$ cat config.mk
export PLATFORM = sky130hd
export DESIGN_NAME = nibble_serial_addsub_ctrl_flat
export DESIGN_NICKNAME = d
export VERILOG_FILES = /design/src/rtl/nibble_addsub_pkg.sv /design/src/rtl/nibble_serial_addsub_ctrl_if.sv /design/src/rtl/nibble_addsub_slice.sv /design/src/rtl/nibble_serial_addsub_ctrl.sv /design/src/flat_wrapper.sv
export SDC_FILE = /design/constraint.sdc
export NUM_CORES = 1
export LEC_CHECK = 0
export CAP_MARGIN = 15
export CORE_MARGIN = 1
export CORE_UTILIZATION = 50
export CTS_BUF_LIST = sky130_fd_sc_hd__clkbuf_2 sky130_fd_sc_hd__clkbuf_4 sky130_fd_sc_hd__clkbuf_8
export DETAILED_ROUTE_END_ITERATION = 10
export DONT_BUFFER_PORTS = 1
export PLACE_DENSITY_LB_ADDON = 0.05
export SYNTH_ARGS = -nofsm -noshare
export SYNTH_HDL_FRONTEND = slang
export SYNTH_SLANG_ARGS = --single-unit
$ cat constraint.sdc
create_clock -name clk -period 10.19 [get_ports clk]
set_input_delay 1.019 -clock clk [delete_from_list [all_inputs] [get_ports clk]]
set_output_delay 1.019 -clock clk [all_outputs]
set_load 0.05 [all_outputs]
$ cat src/rtl/nibble_addsub_pkg.sv
// Shared definitions for the nibble-serial add/sub controller.
//   NIBBLE_W : width of the shared add/sub slice
//   ST_*     : controller state encodings (2-bit)
package nibble_addsub_pkg;
  localparam int NIBBLE_W = 4;

  typedef logic [1:0] state_t;
  localparam state_t ST_IDLE = 2'd0;
  localparam state_t ST_RUN  = 2'd1;
  localparam state_t ST_FIX  = 2'd2;
  localparam state_t ST_DONE = 2'd3;
endpackage

$ cat src/rtl/nibble_serial_addsub_ctrl_if.sv
// Request/result bus of the nibble-serial add/sub controller.
//   Request : in_valid/in_ready with operands a, b and op select sub.
//   Result  : out_valid/out_ready with res and flags neg, cout, ovf, zero.
// Handshake: a transfer happens on a rising clk edge where valid and ready
// are both high; the sender holds its payload stable until that edge, and
// ready is allowed to depend on nothing but the receiver's own state.
// Modports: master = requester/consumer side, slave = controller side.
interface nibble_serial_addsub_ctrl_if #(
  parameter int NIBBLES = 4
);
  localparam int WIDTH = 4 * NIBBLES;

  logic             in_valid;
  logic             in_ready;
  logic [WIDTH-1:0] a;
  logic [WIDTH-1:0] b;
  logic             sub;
  logic             out_valid;
  logic             out_ready;
  logic [WIDTH-1:0] res;
  logic             neg;
  logic             cout;
  logic             ovf;
  logic             zero;

  modport master (
    output in_valid, a, b, sub, out_ready,
    input  in_ready, out_valid, res, neg, cout, ovf, zero
  );

  modport slave (
    input  in_valid, a, b, sub, out_ready,
    output in_ready, out_valid, res, neg, cout, ovf, zero
  );
endinterface

$ cat src/rtl/nibble_addsub_slice.sv
// Combinational 4-bit ripple-carry adder, the single shared datapath slice.
//   a, b, cin : addends and carry in
//   s         : sum nibble
//   cout      : carry out of bit 3
//   c3        : carry into bit 3 (used for signed overflow)
module nibble_addsub_slice
  import nibble_addsub_pkg::*;
(
  input  logic [NIBBLE_W-1:0] a,
  input  logic [NIBBLE_W-1:0] b,
  input  logic                cin,
  output logic [NIBBLE_W-1:0] s,
  output logic                cout,
  output logic                c3
);
  logic [NIBBLE_W:0] c;

  always_comb begin
    c[0] = cin;
    for (int i = 0; i < NIBBLE_W; i++) begin
      s[i]   = a[i] ^ b[i] ^ c[i];
      c[i+1] = (a[i] & b[i]) | (c[i] & (a[i] ^ b[i]));
    end
  end

  assign cout = c[NIBBLE_W];
  assign c3   = c[NIBBLE_W-1];
endmodule

$ cat src/rtl/nibble_serial_addsub_ctrl.sv
// Nibble-serial WIDTH-bit add/subtract sequencer around one 4-bit slice.
// Pass 1 (RUN) computes A+B or A+~B+1 one nibble per clock, LSB first.
// A borrowing subtract takes a second pass (FIX) that two's-complements the
// raw result on the same slice, giving magnitude plus neg.
//   clk, rst_n : clock, synchronous active-low reset
//   bus        : request/result interface (slave side)
//   dbg_state  : current FSM state
module nibble_serial_addsub_ctrl
  import nibble_addsub_pkg::*;
#(
  parameter int NIBBLES = 4
) (
  input  logic   clk,
  input  logic   rst_n,
  nibble_serial_addsub_ctrl_if.slave bus,
  output state_t dbg_state
);
  localparam int WIDTH = NIBBLE_W * NIBBLES;
  localparam int IDX_W = $clog2(NIBBLES);
  localparam logic [IDX_W-1:0] LAST_IDX = IDX_W'(NIBBLES - 1);

  state_t           state_q, state_d;
  logic [IDX_W-1:0] idx_q, idx_d;
  logic             c_q, c_d;
  logic [WIDTH-1:0] a_q, a_d, b_q, b_d;
  logic             sub_q, sub_d;
  logic [WIDTH-1:0] res_q, res_d;
  logic             neg_q, neg_d, cout_q, cout_d;
  logic             ovf_q, ovf_d, zero_q, zero_d;

  logic [NIBBLE_W-1:0] sl_a, sl_b, sl_s;
  logic                sl_cout, sl_c3;
  logic [IDX_W+1:0]    bit_base;

  assign bit_base = {idx_q, 2'b00};

  // FIX negates the raw result: ~res + 1, carry-in seeded with 1.
  always_comb begin
    if (state_q == ST_FIX) begin
      sl_a = ~res_q[bit_base +: NIBBLE_W];
      sl_b = '0;
    end else begin
      sl_a = a_q[bit_base +: NIBBLE_W];
      sl_b = b_q[bit_base +: NIBBLE_W] ^ {NIBBLE_W{sub_q}};
    end
  end

  nibble_addsub_slice u_slice (
    .a    (sl_a),
    .b    (sl_b),
    .cin  (c_q),
    .s    (sl_s),
    .cout (sl_cout),
    .c3   (sl_c3)
  );

  always_comb begin
    state_d = state_q;
    idx_d   = idx_q;
    c_d     = c_q;
    a_d     = a_q;
    b_d     = b_q;
    sub_d   = sub_q;
    res_d   = res_q;
    neg_d   = neg_q;
    cout_d  = cout_q;
    ovf_d   = ovf_q;
    zero_d  = zero_q;
    case (state_q)
      ST_IDLE: begin
        if (bus.in_valid) begin
          a_d     = bus.a;
          b_d     = bus.b;
          sub_d   = bus.sub;
          idx_d   = '0;
          c_d     = bus.sub;
          state_d = ST_RUN;
        end
      end
      ST_RUN: begin
        res_d[bit_base +: NIBBLE_W] = sl_s;
        c_d   = sl_cout;
        idx_d = idx_q + 1'b1;
        if (idx_q == LAST_IDX) begin
          cout_d = sl_cout;
          ovf_d  = sl_c3 ^ sl_cout;
          idx_d  = '0;
          if (sub_q && !sl_cout) begin
            c_d     = 1'b1;
            state_d = ST_FIX;
          end else begin
            neg_d   = 1'b0;
            zero_d  = (res_d == '0);
            state_d = ST_DONE;
          end
        end
      end
      ST_FIX: begin
        // Carry out of the top nibble is dropped: magnitude fits in WIDTH.
        res_d[bit_base +: NIBBLE_W] = sl_s;
        c_d   = sl_cout;
        idx_d = idx_q + 1'b1;
        if (idx_q == LAST_IDX) begin
          idx_d   = '0;
          neg_d   = 1'b1;
          zero_d  = (res_d == '0);
          state_d = ST_DONE;
        end
      end
      default: begin
        if (bus.out_ready) state_d = ST_IDLE;
      end
    endcase
  end

  always_ff @(posedge clk) begin
    if (!rst_n) begin
      state_q <= ST_IDLE;
      idx_q   <= '0;
      c_q     <= 1'b0;
      a_q     <= '0;
      b_q     <= '0;
      sub_q   <= 1'b0;
      res_q   <= '0;
      neg_q   <= 1'b0;
      cout_q  <= 1'b0;
      ovf_q   <= 1'b0;
      zero_q  <= 1'b0;
    end else begin
      state_q <= state_d;
      idx_q   <= idx_d;
      c_q     <= c_d;
      a_q     <= a_d;
      b_q     <= b_d;
      sub_q   <= sub_d;
      res_q   <= res_d;
      neg_q   <= neg_d;
      cout_q  <= cout_d;
      ovf_q   <= ovf_d;
      zero_q  <= zero_d;
    end
  end

  assign bus.in_ready  = (state_q == ST_IDLE);
  assign bus.out_valid = (state_q == ST_DONE);
  assign bus.res       = res_q;
  assign bus.neg       = neg_q;
  assign bus.cout      = cout_q;
  assign bus.ovf       = ovf_q;
  assign bus.zero      = zero_q;
  assign dbg_state     = state_q;
endmodule

$ cat src/flat_wrapper.sv
// flat-port wrapper written by rule: the top's interface ports become plain ports
module nibble_serial_addsub_ctrl_flat import nibble_addsub_pkg::*;
#(
  parameter int NIBBLES = 4
)
  (clk, rst_n, dbg_state, bus_in_valid, bus_a, bus_b, bus_sub, bus_out_ready, bus_in_ready, bus_out_valid, bus_res, bus_neg, bus_cout, bus_ovf, bus_zero);
  nibble_serial_addsub_ctrl_if #(.NIBBLES(NIBBLES)) bus_i ();
  input  logic clk;
  input  logic rst_n;
  output state_t dbg_state;
  input wire logic [$bits(bus_i.in_valid)-1:0] bus_in_valid;
  input wire logic [$bits(bus_i.a)-1:0] bus_a;
  input wire logic [$bits(bus_i.b)-1:0] bus_b;
  input wire logic [$bits(bus_i.sub)-1:0] bus_sub;
  input wire logic [$bits(bus_i.out_ready)-1:0] bus_out_ready;
  output wire logic [$bits(bus_i.in_ready)-1:0] bus_in_ready;
  output wire logic [$bits(bus_i.out_valid)-1:0] bus_out_valid;
  output wire logic [$bits(bus_i.res)-1:0] bus_res;
  output wire logic [$bits(bus_i.neg)-1:0] bus_neg;
  output wire logic [$bits(bus_i.cout)-1:0] bus_cout;
  output wire logic [$bits(bus_i.ovf)-1:0] bus_ovf;
  output wire logic [$bits(bus_i.zero)-1:0] bus_zero;
  assign bus_i.in_valid = bus_in_valid;
  assign bus_i.a = bus_a;
  assign bus_i.b = bus_b;
  assign bus_i.sub = bus_sub;
  assign bus_i.out_ready = bus_out_ready;
  assign bus_in_ready = bus_i.in_ready;
  assign bus_out_valid = bus_i.out_valid;
  assign bus_res = bus_i.res;
  assign bus_neg = bus_i.neg;
  assign bus_cout = bus_i.cout;
  assign bus_ovf = bus_i.ovf;
  assign bus_zero = bus_i.zero;
  nibble_serial_addsub_ctrl #(.NIBBLES(NIBBLES)) u_core (.clk(clk), .rst_n(rst_n), .bus(bus_i), .dbg_state(dbg_state));
endmodule
# == After elaboration in Yosys (flattened, before gate mapping) ==
# Cells that the tools add are included.
# word_totals
register_bits,58
in_bits,37
output_inout_bits,24
wordCells,88
# op_classes
add_sub_neg,2
eq_ne,8
n_shift,5
n_mux,24
n_bitwise,23
n_reduce_logical,15
# op_table
op,count
$shiftx 16x5->4,3
$bwmux 16,1
$logic_not 16->1,1
$shift 4x6->16 const A,1
$shiftx 4x6->16,1
$mux 2,6
$mux 1,10
$xor 1x1->1,9
$and 1x1->1,8
$mux 4,2
$reduce_and 2->1,4
$reduce_and 4->1,2
$eq 2x2->1 const B,3
$ne 2x2->1 const B,3
$neg 4->6,1
$pmux 2 s3,1
$not 4->4,1
$or 1x1->1,4
$pmux 1 s2,2
$pmux 2 s2,1
$reduce_bool 2->1,2
$reduce_bool 4->1,1
$xor 4x4->4,1
$pmux 1 s3,1
8 further kinds,8

# == Longest topological paths before layout ==
# Gate-level depths: netlist of run 1.
# depth
word_depth,17
depth_mapped,15
ltp_nobuf,14

# == By module ==
# From an unflattened synthesis of run 1, not the netlist that was laid out.
# hier_totals
hier_cells,338
area_unflattened_um2,2902.8
# modules_own_cells
mod,instances,cells_each,area_per_inst_um2,seq_area_each_um2
nibble_serial_addsub_ctrl,1,326,2792.7,1161.1
nibble_addsub_slice,1,12,110.1,0.0

# == Worst setup path after synthesis of run 1 ==
# OpenSTA, ideal clock, no wires.
# synth_path
path_kind,reg-to-reg
startpoint,register u_core.state_q[0] (netlist: u_core.dbg_state[0])
endpoint,register u_core.zero_q (netlist: u_core.bus.zero)
setup_ps,88
t_arrival_ps,3831
required_ps,10102
path_slack_ps,6271
stages_incl_launch_ff,15
path_buffers,1
synth_period_minus_slack_ps,3919
path_cell_list,dfxtp_1 > inv_1 > ha_1 > buf_2 > inv_1 > o21ai_0 > fa_1 > fa_1 > fa_1 > inv_1 > fa_1 > nor2b_1 > o32ai_1 > or4_4 > o32ai_2
# synth_via
elab_chain_len,16
elab_cells_between_ends,38
cone_classes,eq/ne (5); shift (1); mux (7); bitwise (20); reduce/logical (5)
# synth_rtl
item,line_no,rtl
from (decl),nibble_serial_addsub_ctrl.sv:22,"state_t state_q, state_d;"
from (signal assigned),nibble_serial_addsub_ctrl.sv:130,state_q <= state_d;
$eq 2x2->1,"nibble_serial_addsub_ctrl.sv:39, nibble_serial_addsub_ctrl.sv:69",
$mux 4,nibble_serial_addsub_ctrl.sv:39,if (state_q == ST_FIX) begin
$xor 1x1->1,"nibble_addsub_slice.sv:21, nibble_addsub_slice.sv:22",
$and 1x1->1,nibble_addsub_slice.sv:22,c[i+1] = (a[i] & b[i]) | (c[i] & (a[i] ^ b[i]));
$or 1x1->1,nibble_addsub_slice.sv:22,
$and 1x1->1,nibble_addsub_slice.sv:22,
$or 1x1->1,nibble_addsub_slice.sv:22,
$and 1x1->1,nibble_addsub_slice.sv:22,
$or 1x1->1,nibble_addsub_slice.sv:22,
$xor 1x1->1,nibble_addsub_slice.sv:21,s[i] = a[i] ^ b[i] ^ c[i];
$shiftx 4x6->16,"nibble_serial_addsub_ctrl.sv:81, nibble_serial_addsub_ctrl.sv:100",
$bwmux 16,"nibble_serial_addsub_ctrl.sv:81, nibble_serial_addsub_ctrl.sv:100",
$logic_not 16->1,"nibble_serial_addsub_ctrl.sv:93, nibble_serial_addsub_ctrl.sv:106",
$mux 1,nibble_serial_addsub_ctrl.sv:88,if (sub_q && !sl_cout) begin
$mux 1,nibble_serial_addsub_ctrl.sv:84,if (idx_q == LAST_IDX) begin
$pmux 1 s2,nibble_serial_addsub_ctrl.sv:69,case (state_q)
to (signal assigned),nibble_serial_addsub_ctrl.sv:140,zero_q <= zero_d;
to (decl),nibble_serial_addsub_ctrl.sv:29,"logic ovf_q, ovf_d, zero_q, zero_d;"
# Several ways; a longest one is shown, not always the timed one. The select of a mux whose other input is x is not followed.
# A chain may end at the register's enable or synchronous reset.

# == Worst setup path after layout of run 1 ==
# layout_path
startpoint,register u_core.idx_q[0]
endpoint,register u_core.zero_q (netlist: u_core.bus.zero)
# layout_via
elab_chain_len,17
elab_cells_between_ends,43
cone_classes,add/sub (1); eq/ne (4); shift (5); mux (7); bitwise (22); reduce/logical (4)
# layout_rtl
item,line_no,rtl
from (decl),nibble_serial_addsub_ctrl.sv:23,"logic [IDX_W-1:0] idx_q, idx_d;"
from (signal assigned),nibble_serial_addsub_ctrl.sv:131,idx_q <= idx_d;
$shiftx 16x5->4 (on tied branches),"nibble_serial_addsub_ctrl.sv:44, nibble_serial_addsub_ctrl.sv:40",
$xor 4x4->4 / $not 4->4 (equally long branches),"nibble_serial_addsub_ctrl.sv:44, nibble_serial_addsub_ctrl.sv:40",
$mux 4,nibble_serial_addsub_ctrl.sv:39,
$xor 1x1->1,"nibble_addsub_slice.sv:21, nibble_addsub_slice.sv:22",
$and 1x1->1,nibble_addsub_slice.sv:22,
$or 1x1->1,nibble_addsub_slice.sv:22,
$and 1x1->1,nibble_addsub_slice.sv:22,
$or 1x1->1,nibble_addsub_slice.sv:22,
$and 1x1->1,nibble_addsub_slice.sv:22,
$or 1x1->1,nibble_addsub_slice.sv:22,
$xor 1x1->1,nibble_addsub_slice.sv:21,
$shiftx 4x6->16,"nibble_serial_addsub_ctrl.sv:81, nibble_serial_addsub_ctrl.sv:100",
$bwmux 16,"nibble_serial_addsub_ctrl.sv:81, nibble_serial_addsub_ctrl.sv:100",
$logic_not 16->1,"nibble_serial_addsub_ctrl.sv:93, nibble_serial_addsub_ctrl.sv:106",
$mux 1,nibble_serial_addsub_ctrl.sv:88,
$mux 1,nibble_serial_addsub_ctrl.sv:84,
$pmux 1 s2,nibble_serial_addsub_ctrl.sv:69,
# Several ways; a longest one is shown, not always the timed one. The select of a mux whose other input is x is not followed.

==> key figures, run 1 <==
Floorplanning
  • Die area: 6224 µm²
  • Row count: 27
  • CORE AREA: 5608 µm²
  • Die X-Extent: 78.90 µm
  • Initial Util: 52.72%
  • I/O Pins: 61
  • Die Y: 78.90 µm

Power
  • Comb pwr share: 42.8%
  • Sw Pwr: 0.0004081 W
  • Register share of total power: 34.2%
  • Switching Share: 42.76%
  • PwrDens: 298.7 nW/µm²
  • Pint: 0.0005463 W
  • Leakage: 1.162 nW
  • Part of the power in the clock network: 23.0%
  • Worst vdd ir: 157.2 µV
  • Design Power: 0.0009544 W

Drt
  • WL/cell: 16.65 µm
  • Post-route DRC: 0
  • DRT Pass-1 Iters: 5
  • Vias: 2426
  • Antenna-violating nets left: 0
  • Iter 0 DRT Violations: 107
  • Vias per cell: 5.860
  • DRT Wirelength: 6892 µm

Clock network
  • H-Tree Depth: 3
  • CTS tree: done
  • Clk root buf: clkbuf_8
  • Clock Pin Slew Worst Setup and Hold Paths: 0.06 ns
  • Total CTS buffers: 9
  • Cts repair resizes: 0
  • Post-CTS Setup Inserts: 0
  • Clock Sinks: 58
  • Clk_lat worst skew: 0.34 ns
  • CTS max path bufs: 2
  • Hold_buf cts: 0

Synthesis
  • Synthesized Nets: 396
  • Synth Flop Type: dfxtp_1
  • Yosys warning count: 0
  • Biggest area consumer among synthesized cells: dfxtp_1
  • Number of synthesized flops with an enable pin: 0
  • Distinct cells, synth: 45
  • Async SR Flop Fraction: 0%
  • Seq/Total Area, Yosys: 39.27%
  • Synth top area cells: dfxtp_1 39%, nand2_1 11%, mux4_2 8.4%
  • Mapped cell area: 2957 µm²
  • Mapped Cells: 345
  • Register bit count reported by yosys: 58
  • Post-Syn Area per Cell: 8.570 µm²
  • Top cell type's share of synthesized area: 39.27%

Placement
  • Port bufs: 0
  • DP Area: 2972 µm²
  • GPL Wtd Cong: 0.9469
  • DP Wirelength: 4791 µm

Setup path
  • R2r worst-path depth: 13
  • R2r setup slk: 5.91 ns
  • Crit start category: flop
  • Worst setup EP type: flop
  • Worst path required time: 10.45 ns
  • Capture point of the worst reg-to-reg path: u_core.bus.zero
  • RR Startpoint: u_core.idx_q[0]
  • Worst Setup SP: u_core.idx_q[0]
  • Worst Path Arrival: 4.54 ns
  • Crit Path Max Fanout: 22
  • Timing endpoint of the critical path: u_core.bus.zero
  • CP Class: reg2reg

Cells and area
  • Final Cell Area: 3196 µm²
  • N_diodes: 0
  • Nets: 388
  • Final Util: 56.98%
  • Layout cells sized above 1: 10.53%
  • Synth-to-Final Area Change: 8.083%

STA
  • Clock Skews: 0.009376 ns
  • Final setup viols: 0
  • Final period util: 42.05%
  • Peak Freq: 0.2334 GHz
  • Unrepaired setup endpoints after global routing: false
  • Fin. max-slew vios: 0
  • Final TNS setup: 0 ns
  • Post-route minimum period: 4.284 ns
  • Slew HR: 31.62%
  • Tightest Pin Transition: 1.023 ns
  • Final Hold Viols: 0

GRT
  • GR Overflow Total: 0
  • Vias in the first global route: 2265
  • Largest net degree at the start of global routing: 59
  • First-pass GRT wire length: 11340 µm
  • Tot GR Track Use: 24.01%
  • Initial antenna violation count: 0

Status
  • Status: complete, no violations

Run
  • Max Cap Viol: 0

Worst hold path
  • HP Class: reg2reg
## state kept, by name, indices dropped and copies added, names as in the netlist, 2 cells and up
register / cells
u_core.a_q: 16
u_core.b_q: 16
u_core.bus.res: 16
u_core.dbg_state: 2
u_core.idx_q: 2
## logic make-up after synthesis
logic type,share of synthesized area (%)
xor gates and xnor gates,1.481
AOI/OAI and AO/OA,15.02
muxes,10.62
DFF,39.27
adders and majority gates,6.940
and+or+nand+nor,22.13
buffers and inverters,4.528
## stage by stage
stage,std cells,hold WS [ns],setup slack (ns)
after detailed placement,397,0.4491,5.900
after CTS,413,0.4556,5.904
final,414,0.4552,5.906
after global placement,397,0.4448,6.050
after floorplan,345,0.4331,6.271
after global routing,414,0.4697,5.637
## power by group through the flow
stage	combinational, W	clock (W)	sequential [W]
global route	0.000453	0.000234	0.000333
CTS	0.000403	0.000223	0.000327
finish	0.000408	0.000219	0.000327
detailed placement	0.000399	0	0.000333
global placement	0.000400	0	0.000332
floorplan	0.000327	0	0.000317
## how the worst min path moves through the flow
stage                    from             end  slack, ns  cells after the start
6_report       u_core.a_q[13]  u_core.a_q[13]       0.46                      2
5_1_grt         u_core.a_q[1]   u_core.a_q[1]       0.47                      2
4_1_cts        u_core.a_q[13]  u_core.a_q[13]       0.46                      2
3_5_place_dp   u_core.a_q[15]  u_core.a_q[15]       0.45                      2
3_3_place_gp    u_core.a_q[1]   u_core.a_q[1]       0.44                      2
2_1_floorplan  u_core.a_q[10]  u_core.a_q[10]       0.43                      2
## critical path, cell delays in order (launching register included)
cell,delay [ns]
dfxtp_1,0.51
buf_4,0.35
mux4_2,0.55
xnor2_1,0.17
nor2_1,0.07
fa_1,0.39
fa_1,0.41
fa_1,0.42
inv_1,0.09
fa_1,0.27
nor2b_1,0.20
o32ai_1,0.09
or4_4,0.43
o32ai_2,0.25
## layer usage
| layer | wire, µm | vias up | GRT usage, % |
|---|---|---|---|
| li1 | - | 1191 | - |
| met1 | 3027 | 1119 | 30.39 |
| met2 | 3162 | 108 | 38.35 |
| met3 | 599 | 8 | 7.701 |
| met4 | 102 | 0 | 8.727 |
| met5 | 0 | - | 0 |
## layout by cell type (no fill, tap or decap), drive strengths merged, types with 2 or more instances in the layout
| cell | Yosys | routed |
|---|---|---|
| o21ai | 6 | 6 |
| clkbuf | 15 | 12 |
| buf | 7 | 3 |
| nand3b | 4 | 4 |
| nand3 | 4 | 4 |
| nand2 | 85 | 85 |
| clkinvlp | 0 | 2 |
| xnor2 | 3 | 3 |
| ha | 10 | 10 |
| or4 | 2 | 2 |
| mux4 | 12 | 12 |
| nor4 | 3 | 3 |
| inv | 11 | 11 |
| nand4 | 5 | 5 |
| nand2b | 3 | 3 |
| fa | 4 | 4 |
| o32ai | 2 | 2 |
| nor3 | 2 | 2 |
| nor2b | 2 | 2 |
| a211oi | 4 | 4 |
| xor2 | 2 | 2 |
| dfxtp | 58 | 58 |
| mux2i | 4 | 4 |
| a22oi | 10 | 10 |
| nor2 | 29 | 29 |
| a21oi | 44 | 44 |
## cell type report
type | instances | area, µm²
inverter | 11 | 41.29
multi-input combinational | 254 | 1664
clock buffer | 12 | 158.9
clock inverter | 4 | 50.05
sequential | 58 | 1161
fill | 545 | 2412
timing repair buffer | 3 | 30.03
tap | 72 | 90.09
## Yosys cell counts, types with 2 or more instances
master	instances
nand3_1	4
xnor2_1	3
ha_1	10
dfxtp_1	58
a22oi_1	10
nor2_1	29
a21oi_1	44
nand4_1	5
nor2b_1	2
fa_1	4
xor2_1	2
buf_2	5
mux4_2	11
nand3b_1	4
clkbuf_1	15
inv_1	11
nand2_1	85
o21ai_0	6
a211oi_1	4
nand2b_1	3
nor4_2	2
nor3_1	2
mux2i_1	4
Power figures use the tool's default switching activity.
==> run 2, diff against run 1 <==
Clock period 10.19 ns to 4.3 ns, I/O delays scaled along.
==> key figures, run 2 (synthesis gave the netlist of run 1 again) <==
Status
  • Status: complete, no violations

GRT
  • Tot GR Track Use: 25.05%
  • GR Overflow Total: 0
  • Vias in the first global route: 2341
  • First-pass GRT wire length: 11690 µm
  • Initial antenna violation count: 0
  • Largest net degree at the start of global routing: 59

STA
  • Post-route minimum period: 3.886 ns
  • Peak Freq: 0.2573 GHz
  • Tightest Pin Transition: 1.083 ns
  • Final TNS setup: 0 ns
  • Fin. max-slew vios: 0
  • Unrepaired setup endpoints after global routing: false
  • Clock Skews: 0.009881 ns
  • Final setup viols: 0
  • Final Hold Viols: 0
  • Final period util: 90.38%
  • Slew HR: 27.63%

Drt
  • Antenna-violating nets left: 0
  • Iter 0 DRT Violations: 157
  • Post-route DRC: 0
  • DRT Wirelength: 7263 µm
  • Vias: 2464
  • WL/cell: 17.13 µm
  • DRT Pass-1 Iters: 5
  • Vias per cell: 5.811
  • Met3 routed WL: 583 µm
  • Highest routed layer: met4
  • Met2 wire length: 3327 µm
  • DRT met1 WL: 3268 µm

Clock network
  • H-Tree Depth: 3
  • Cts repair resizes: 0
  • Hold_buf cts: 0
  • Clk root buf: clkbuf_8
  • Post-CTS Setup Inserts: 0
  • Clock Pin Slew Worst Setup and Hold Paths: 0.07 ns
  • CTS tree: done
  • CTS max path bufs: 2
  • Clk_lat worst skew: 0.35 ns
  • Total CTS buffers: 9
  • Clock Sinks: 58

Cells and area
  • Nets: 398
  • N_diodes: 0
  • Highest-count cells in the layout ignoring fill and taps: 85 x nand2_1, 58 x dfxtp_1, 44 x a21oi_1
  • Commonest non-fill, non-tap cell in the layout: nand2_1
  • Synth-to-Final Area Change: 9.945%
  • Layout cells sized above 1: 13.07%
  • Final Cell Area: 3251 µm²

Placement
  • GPL Wtd Cong: 0.9708
  • DP Wirelength: 5127 µm
  • DP Area: 3047 µm²
  • Port bufs: 0

Floorplanning
  • CORE AREA: 5608 µm²
  • Die X-Extent: 78.90 µm
  • Die area: 6224 µm²
  • Row count: 27
  • Initial Util: 52.72%
  • Die Y: 78.90 µm
  • I/O Pins: 61

Setup path
  • CP Class: reg2reg
  • Crit Path Max Fanout: 5
  • Worst setup EP type: flop
  • Worst Path Arrival: 4.14 ns
  • Crit start category: flop
  • Worst path required time: 4.56 ns

Run
  • Max Cap Viol: 0

Power
  • PwrDens: 702.6 nW/µm²
  • Worst vdd ir: 396.8 µV
  • Design Power: 0.002284 W
  • Leakage: 1.214 nW

Worst hold path
  • HP Class: in2reg
==> run 2: cell count changes in the layout (fill, tap and decap cells not counted), sizes merged <==
cell	previous run	this run
buf	3	13
clkbuf	12	10
clkinvlp	2	1
clkinv	1	4
==> run 2: final timing paths <==
check | start | end | slack (ns) | depth (start not counted)
hold reg to reg | u_core.b_q[9] | u_core.b_q[9] | 0.46 | 2
hold / removal | bus_a[5] | u_core.a_q[5] | 0.22 | 2
setup reg to reg | u_core.idx_q[0] | u_core.bus.zero | 0.41 | 12
setup / recovery | u_core.idx_q[0] | u_core.bus.zero | 0.41 | 12
==> run 2: critical path: stages, from the launching register on <==
cell,delay [ns]
dfxtp_1,0.46
mux4_2,0.54
xnor2_1,0.17
nor2_1,0.08
fa_1,0.39
fa_1,0.41
fa_1,0.41
inv_1,0.09
fa_1,0.25
nor2b_1,0.20
o32ai_1,0.10
or4_4,0.43
o32ai_2,0.27
==> run 2: per-stage QoR <==
stage | cells | setup slack (ns) | utilization (%) | hold slack [ns]
after global routing | 424 | 0.1914 | 57.97 | 0.2048
after floorplan | 345 | 0.3810 | - | 0.4331
final | 424 | 0.4136 | 57.97 | 0.2153
after global placement | 407 | 0.6096 | 54.33 | 0.4423
after CTS | 423 | 0.4233 | 57.70 | 0.2102
after detailed placement | 407 | 0.4139 | 54.33 | 0.4467
==> run 2: where the power goes <==
part | switching, W | total (W) | internal [W] | leakage (nW)
clock | 0.000222 | 0.000491 | 0.000270 | 0.0992
sequential | 0.0000996 | 0.000721 | 0.000621 | 0.473
combinational | 0.000679 | 0.00107 | 0.000393 | 0.641
==> run 2: final cells by class <==
type / count / area, µm²
timing repair buffer: 13 / 105.1
tap: 72 / 90.09
inverter: 11 / 41.29
sequential: 58 / 1161
fill: 554 / 2357
clock inverter: 6 / 57.56
multi-input combinational: 254 / 1664
clock buffer: 10 / 131.4
==> run 2: per-layer routing <==
| metal | GRT usage (%) | up-vias |
|---|---|---|
| li1 | - | 1201 |
| met1 | 32.63 | 1161 |
| met2 | 38.70 | 93 |
| met3 | 9.425 | 9 |
| met4 | 7.273 | 0 |
| met5 | 0 | - |
==> run 3, diff against run 2 <==
Settings changed: SETUP_SLACK_MARGIN from default to 0.5.
==> key figures, run 3 (synthesis gave the netlist of run 1 again) <==
Setup path
  • RR Startpoint: u_core.idx_q[0]
  • Worst setup EP type: flop
  • R2r worst-path depth: 12
  • Crit start category: flop
  • Crit Path Max Fanout: 5
  • CP Class: reg2reg
  • Worst Setup SP: u_core.idx_q[0]
  • Worst Path Arrival: 3.86 ns
  • Worst path required time: 4.56 ns

Floorplanning
  • CORE AREA: 5608 µm²
  • Die X-Extent: 78.90 µm
  • Die area: 6224 µm²
  • I/O Pins: 61
  • Row count: 27
  • Die Y: 78.90 µm
  • Initial Util: 52.72%

STA
  • Unrepaired setup endpoints after global routing: false
  • Final Hold Viols: 0
  • Post-route minimum period: 3.608 ns
  • Tightest Pin Transition: 1.065 ns
  • Final period util: 83.90%
  • Clock Skews: 0.004431 ns
  • Slew HR: 28.85%
  • Fin. max-slew vios: 0
  • Final TNS setup: 0 ns
  • Final setup viols: 0
  • Peak Freq: 0.2772 GHz

Drt
  • Highest routed layer: met4
  • DRT Wirelength: 7153 µm
  • Antenna-violating nets left: 0
  • Iter 0 DRT Violations: 202
  • Met3 routed WL: 575 µm
  • Post-route DRC: 0
  • Vias: 2468
  • WL/cell: 16.87 µm
  • DRT Pass-1 Iters: 4
  • Vias per cell: 5.821
  • Met2 wire length: 3362 µm
  • DRT met1 WL: 3116 µm

Clock network
  • H-Tree Depth: 3
  • Clk root buf: clkbuf_8
  • Clock Sinks: 58
  • CTS tree: done
  • Clock Pin Slew Worst Setup and Hold Paths: 0.07 ns
  • Total CTS buffers: 9
  • CTS max path bufs: 2
  • Clk_lat worst skew: 0.34 ns

GRT
  • First-pass GRT wire length: 11690 µm
  • Tot GR Track Use: 25.03%
  • Largest net degree at the start of global routing: 59
  • Initial antenna violation count: 0
  • GR Overflow Total: 0
  • Vias in the first global route: 2356

Worst hold path
  • Hold Crit Start: bus_b[13]
  • WHS Path Cells: 2
  • HP Class: in2reg

Power
  • Worst vdd ir: 414.6 µV
  • PwrDens: 724.8 nW/µm²
  • Design Power: 0.002407 W
  • Leakage: 1.242 nW

Status
  • Status: complete, no violations

Placement
  • GPL Wtd Cong: 0.9881
  • Port bufs: 0
  • DP Wirelength: 5070 µm

Cells and area
  • Nets: 398
  • Layout cells sized above 1: 15.06%
  • N_diodes: 0
  • Highest-count cells in the layout ignoring fill and taps: 85 x nand2_1, 55 x dfxtp_1, 44 x a21oi_1
  • Commonest non-fill, non-tap cell in the layout: nand2_1
  • Synth-to-Final Area Change: 12.31%

Run
  • Max Cap Viol: 0
## run 3: path summary, 6_finish.rpt
kind	slack [ns]	end
max reg2reg	0.69	u_core.bus.zero
max	0.69	u_core.bus.zero
min	0.22	u_core.b_q[13]
min reg2reg	0.45	u_core.b_q[15]
## run 3: critical path, cell delays in order, from the launching register on
cell and delay, ns:
dfxtp_4 0.40, mux4_2 0.51, xnor2_1 0.14, nor2_1 0.07, fa_1 0.39, fa_1 0.40
fa_2 0.36, inv_1 0.09, fa_2 0.24, nor2b_4 0.16, o32ai_2 0.08, or4_4 0.43
o32ai_2 0.25
## run 3: metal layers
metal	GRT usage, %	vias up
li1	-	1203
met1	32.04	1177
met2	39.65	80
met3	8.506	8
met4	8.182	0
met5	0	-
## run 3: through the flow
| step | std cells | cell area (µm²) | hold WS [ns] | util, % | worst slack (ns) |
|---|---|---|---|---|---|
| floorplan | 345 | 2965 | 0.4331 | - | 0.5088 |
| global placement | 406 | 3054 | 0.4398 | 54.46 | 0.5072 |
| detailed placement | 406 | 3054 | 0.4470 | 54.46 | 0.4203 |
| CTS | 422 | 3276 | 0.2024 | 58.41 | 0.5112 |
| global route | 424 | 3321 | 0.1994 | 59.21 | 0.5015 |
| finish | 424 | 3321 | 0.2191 | 59.21 | 0.6924 |
## run 3: power by group
| group | switching [W] | leakage (nW) | internal [W] |
|---|---|---|---|
| Combinational | 0.000669 | 0.651 | 0.000438 |
| Clock | 0.000216 | 0.116 | 0.000338 |
| Sequential | 0.000120 | 0.475 | 0.000627 |
| Total | 0.00100 | 1.24 | 0.00140 |
## run 3: final cells by class
cell class	instances	area, µm²
multi-input cells	254	1684
clock buffers	10	137.6
inverters	11	41.29
well taps	72	90.09
flip-flops and latches	58	1170
clock inverters	6	80.08
fillers	532	2287
repair buffers	13	117.6
## run 3: what timing repair did
action | in CTS | in global routing
hold buffers | 0 | 0
pin swaps | 0 | 1
setup endpoints to repair | 1 | 1
setup buffers | 0 | 1
endpoints found under the hold margin | 0 | 0
resized for setup | 2 | 7
==> RTL edit, RTL diff (settings of run 2) <==
`NIBBLES` is set to 4 in 3 places; all go to 8.
--- a/src/rtl/nibble_serial_addsub_ctrl_if.sv
+++ b/src/rtl/nibble_serial_addsub_ctrl_if.sv
@@ -6,7 +6,7 @@
 // ready is allowed to depend on nothing but the receiver's own state.
 // Modports: master = requester/consumer side, slave = controller side.
 interface nibble_serial_addsub_ctrl_if #(
-  parameter int NIBBLES = 4
+  parameter int NIBBLES = 8
 );
   localparam int WIDTH = 4 * NIBBLES;
 
--- a/src/rtl/nibble_serial_addsub_ctrl.sv
+++ b/src/rtl/nibble_serial_addsub_ctrl.sv
@@ -8,7 +8,7 @@
 module nibble_serial_addsub_ctrl
   import nibble_addsub_pkg::*;
 #(
-  parameter int NIBBLES = 4
+  parameter int NIBBLES = 8
 ) (
   input  logic   clk,
   input  logic   rst_n,
--- a/src/flat_wrapper.sv
+++ b/src/flat_wrapper.sv
@@ -1,7 +1,7 @@
 // flat-port wrapper written by rule: the top's interface ports become plain ports
 module nibble_serial_addsub_ctrl_flat import nibble_addsub_pkg::*;
 #(
-  parameter int NIBBLES = 4
+  parameter int NIBBLES = 8
 )
   (clk, rst_n, dbg_state, bus_in_valid, bus_a, bus_b, bus_sub, bus_out_ready, bus_in_ready, bus_out_valid, bus_res, bus_neg, bus_cout, bus_ovf, bus_zero);
   nibble_serial_addsub_ctrl_if #(.NIBBLES(NIBBLES)) bus_i ();
Ports: changed (resized bus_a, bus_b and bus_res); port bits go from 61 to 109. No check against the original RTL was run, so the function may have changed too.
==> RTL edit against run 2 <==
- sequential cell count rose by 49
- power rose by 47%
- worst hold slack got worse by 0.054 ns
- combinational power rose by 35%
- final cell count rose by 85%
- area after synthesis rose by 89%
- global-route usage rose by 1.4 points
- count of clock-buffer cells in the layout did not move
- clock power rose by 33%
- setup slack got worse by 0.18 ns
- synthesized cell count rose by 86%
- routed wire length rose by 100%
- final area rose by 86%
- highest routed layer unchanged
==> RTL edit: results (changes against run 2) <==
| Metric | Value |
|---|---|
| Status | finished clean |
| Sequential share of the synthesized area | 38.43% (-0.84 points) |
| Multi-input gate share of total cell area | 52.71% (+1.5 points) |
| CTS root buf | clkbuf_8 |
| R2r setup slk | 0.23 ns (-0.18 ns) |
| Commonest cells in the netlist | nand2_1 (156), dfxtp_1 (107), a21boi_0 (72) |
| Max FO, Critical Path | 9 (+4) |
| Sw power | 0.001409 W (+41%) |
| Inverters | 13 (+2) |
| Layout non-clock buf frac | 4.632% (+1.4 points) |
| GPL Wtd Cong | 0.9004 (-7.3%) |
| Critical path arrival | 4.40 ns (+0.26 ns) |
| Hold slack | 0.1616 ns (-0.05372 ns) |
| Pre-antenna DRT Iters | 5 (unchanged) |
| Max clock buf depth | 2 (unchanged) |
| Layout fillers | 1017 (+84%) |
| Synth Area in Adders | 4.130% (-2.8 points) |
| Synth Area in Compound Gates | 16.27% (+1.3 points) |
| Via density | 5.804 (-0.13%) |
| GR Util met3 | 7.082% (-2.3 points) |
| Peak VDD IR | 320.0 uV (-19%) |
| Seq/total area | 35.48% (-0.24 points) |
| ClkCell Share | 3.474% (-2.3 points) |
| Vias in the first global route | 4366 (+87%) |
| Worst slew margin | 54.64% (+27 points) |
| Comb power | 0.00144 W (+35%) |
| Clock latency on the worst-skew pair | 0.40 ns (+0.05 ns) |
| Distinct cells, synth | 52 (+16%) |
| Pre-CTS WS | 0.1247 ns (-0.2891 ns) |
| Final setup margin | 0.2290 ns (-0.1846 ns) |
| Hold path start | rst_n |
| Mux contribution to synthesized area | 12.44% (+1.8 points) |
| Final WL | 14530 um (+100%) |
| Hold path depth | 1 (-1) |
| Number of buffers outside the clock class in the layout | 34 (+21) |
| Hpwl dp | 10750 um (+110%) |
| Port bufs | 0 (unchanged) |
| FF-to-FF path depth | 16 (+4) |
| Largest net degree at the start of global routing | 109 (+85%) |
| Layout cells sized above 1 | 12.71% (-0.36 points) |
| Post-Syn Nets | 725 (+83%) |
| GR Util All Layers | 26.43% (+1.4 points) |
| Slowest-stage cell, CP | a221oi_1 |
| First-pass GRT wire length | 23120 um (+98%) |
| Met2 Track Usage GR | 41.48% (+2.8 points) |
| Sink Count | 107 (+84%) |
| Clk slew on worst S/H paths | 0.10 ns (+0.03 ns) |
| Setup crit end | u_core.bus.zero |
| Hold Path Sink | u_core.bus.res[1] |
| Sequential share of power | 37.7% (+6.1 points) |
| Leakage Power | 2.275 nW (+87%) |
| 1st-iter DRT viols | 292 (+86%) |
| Met1 usage | 35.63% (+3.0 points) |
| Area contributors post-synth | dfxtp_1 (38%), nand2_1 (11%), a21boi_0 (9.7%) |
| Peak per-stage delay on the critical path | 0.44 ns (-0.10 ns) |
| Comb_multi_in | 475 (+87%) |
| Fin Clk Skew | 0.01204 ns (+0.002160 ns) |
| Post-Synth XOR/XNOR Area | 0.7856% (-0.70 points) |
## RTL edit: cell types whose count changed in the layout (fill, tap and decap cells not counted), moves of 14 or more
cell | before | now
a21oi_1 | 44 | 16
dfxtp_1 | 58 | 105
mux2i_1 | 4 | 31
a21boi_0 | 0 | 72
nor3_1 | 2 | 16
buf_4 | 12 | 32
nor2b_1 | 2 | 25
nand2_1 | 85 | 155
## RTL edit: stage by stage
step | total power [W] | std cells | area, um^2 | utilization [%]
3_3_place_gp | 0.002667 | 764 | 5787 | 53.38
5_1_grt | 0.003567 | 785 | 6051 | 55.82
3_5_place_dp | 0.002692 | 764 | 5787 | 53.38
6_report | 0.003359 | 785 | 6051 | 55.82
4_1_cts | 0.003345 | 780 | 5997 | 55.32
2_1_floorplan | 0.002279 | 640 | 5574 | -
## RTL edit: layer usage
metal,routed length (um),vias up
met3,976,12
met1,6684,2168
met5,0,-
met4,178,0
met2,6686,157
li1,-,2219
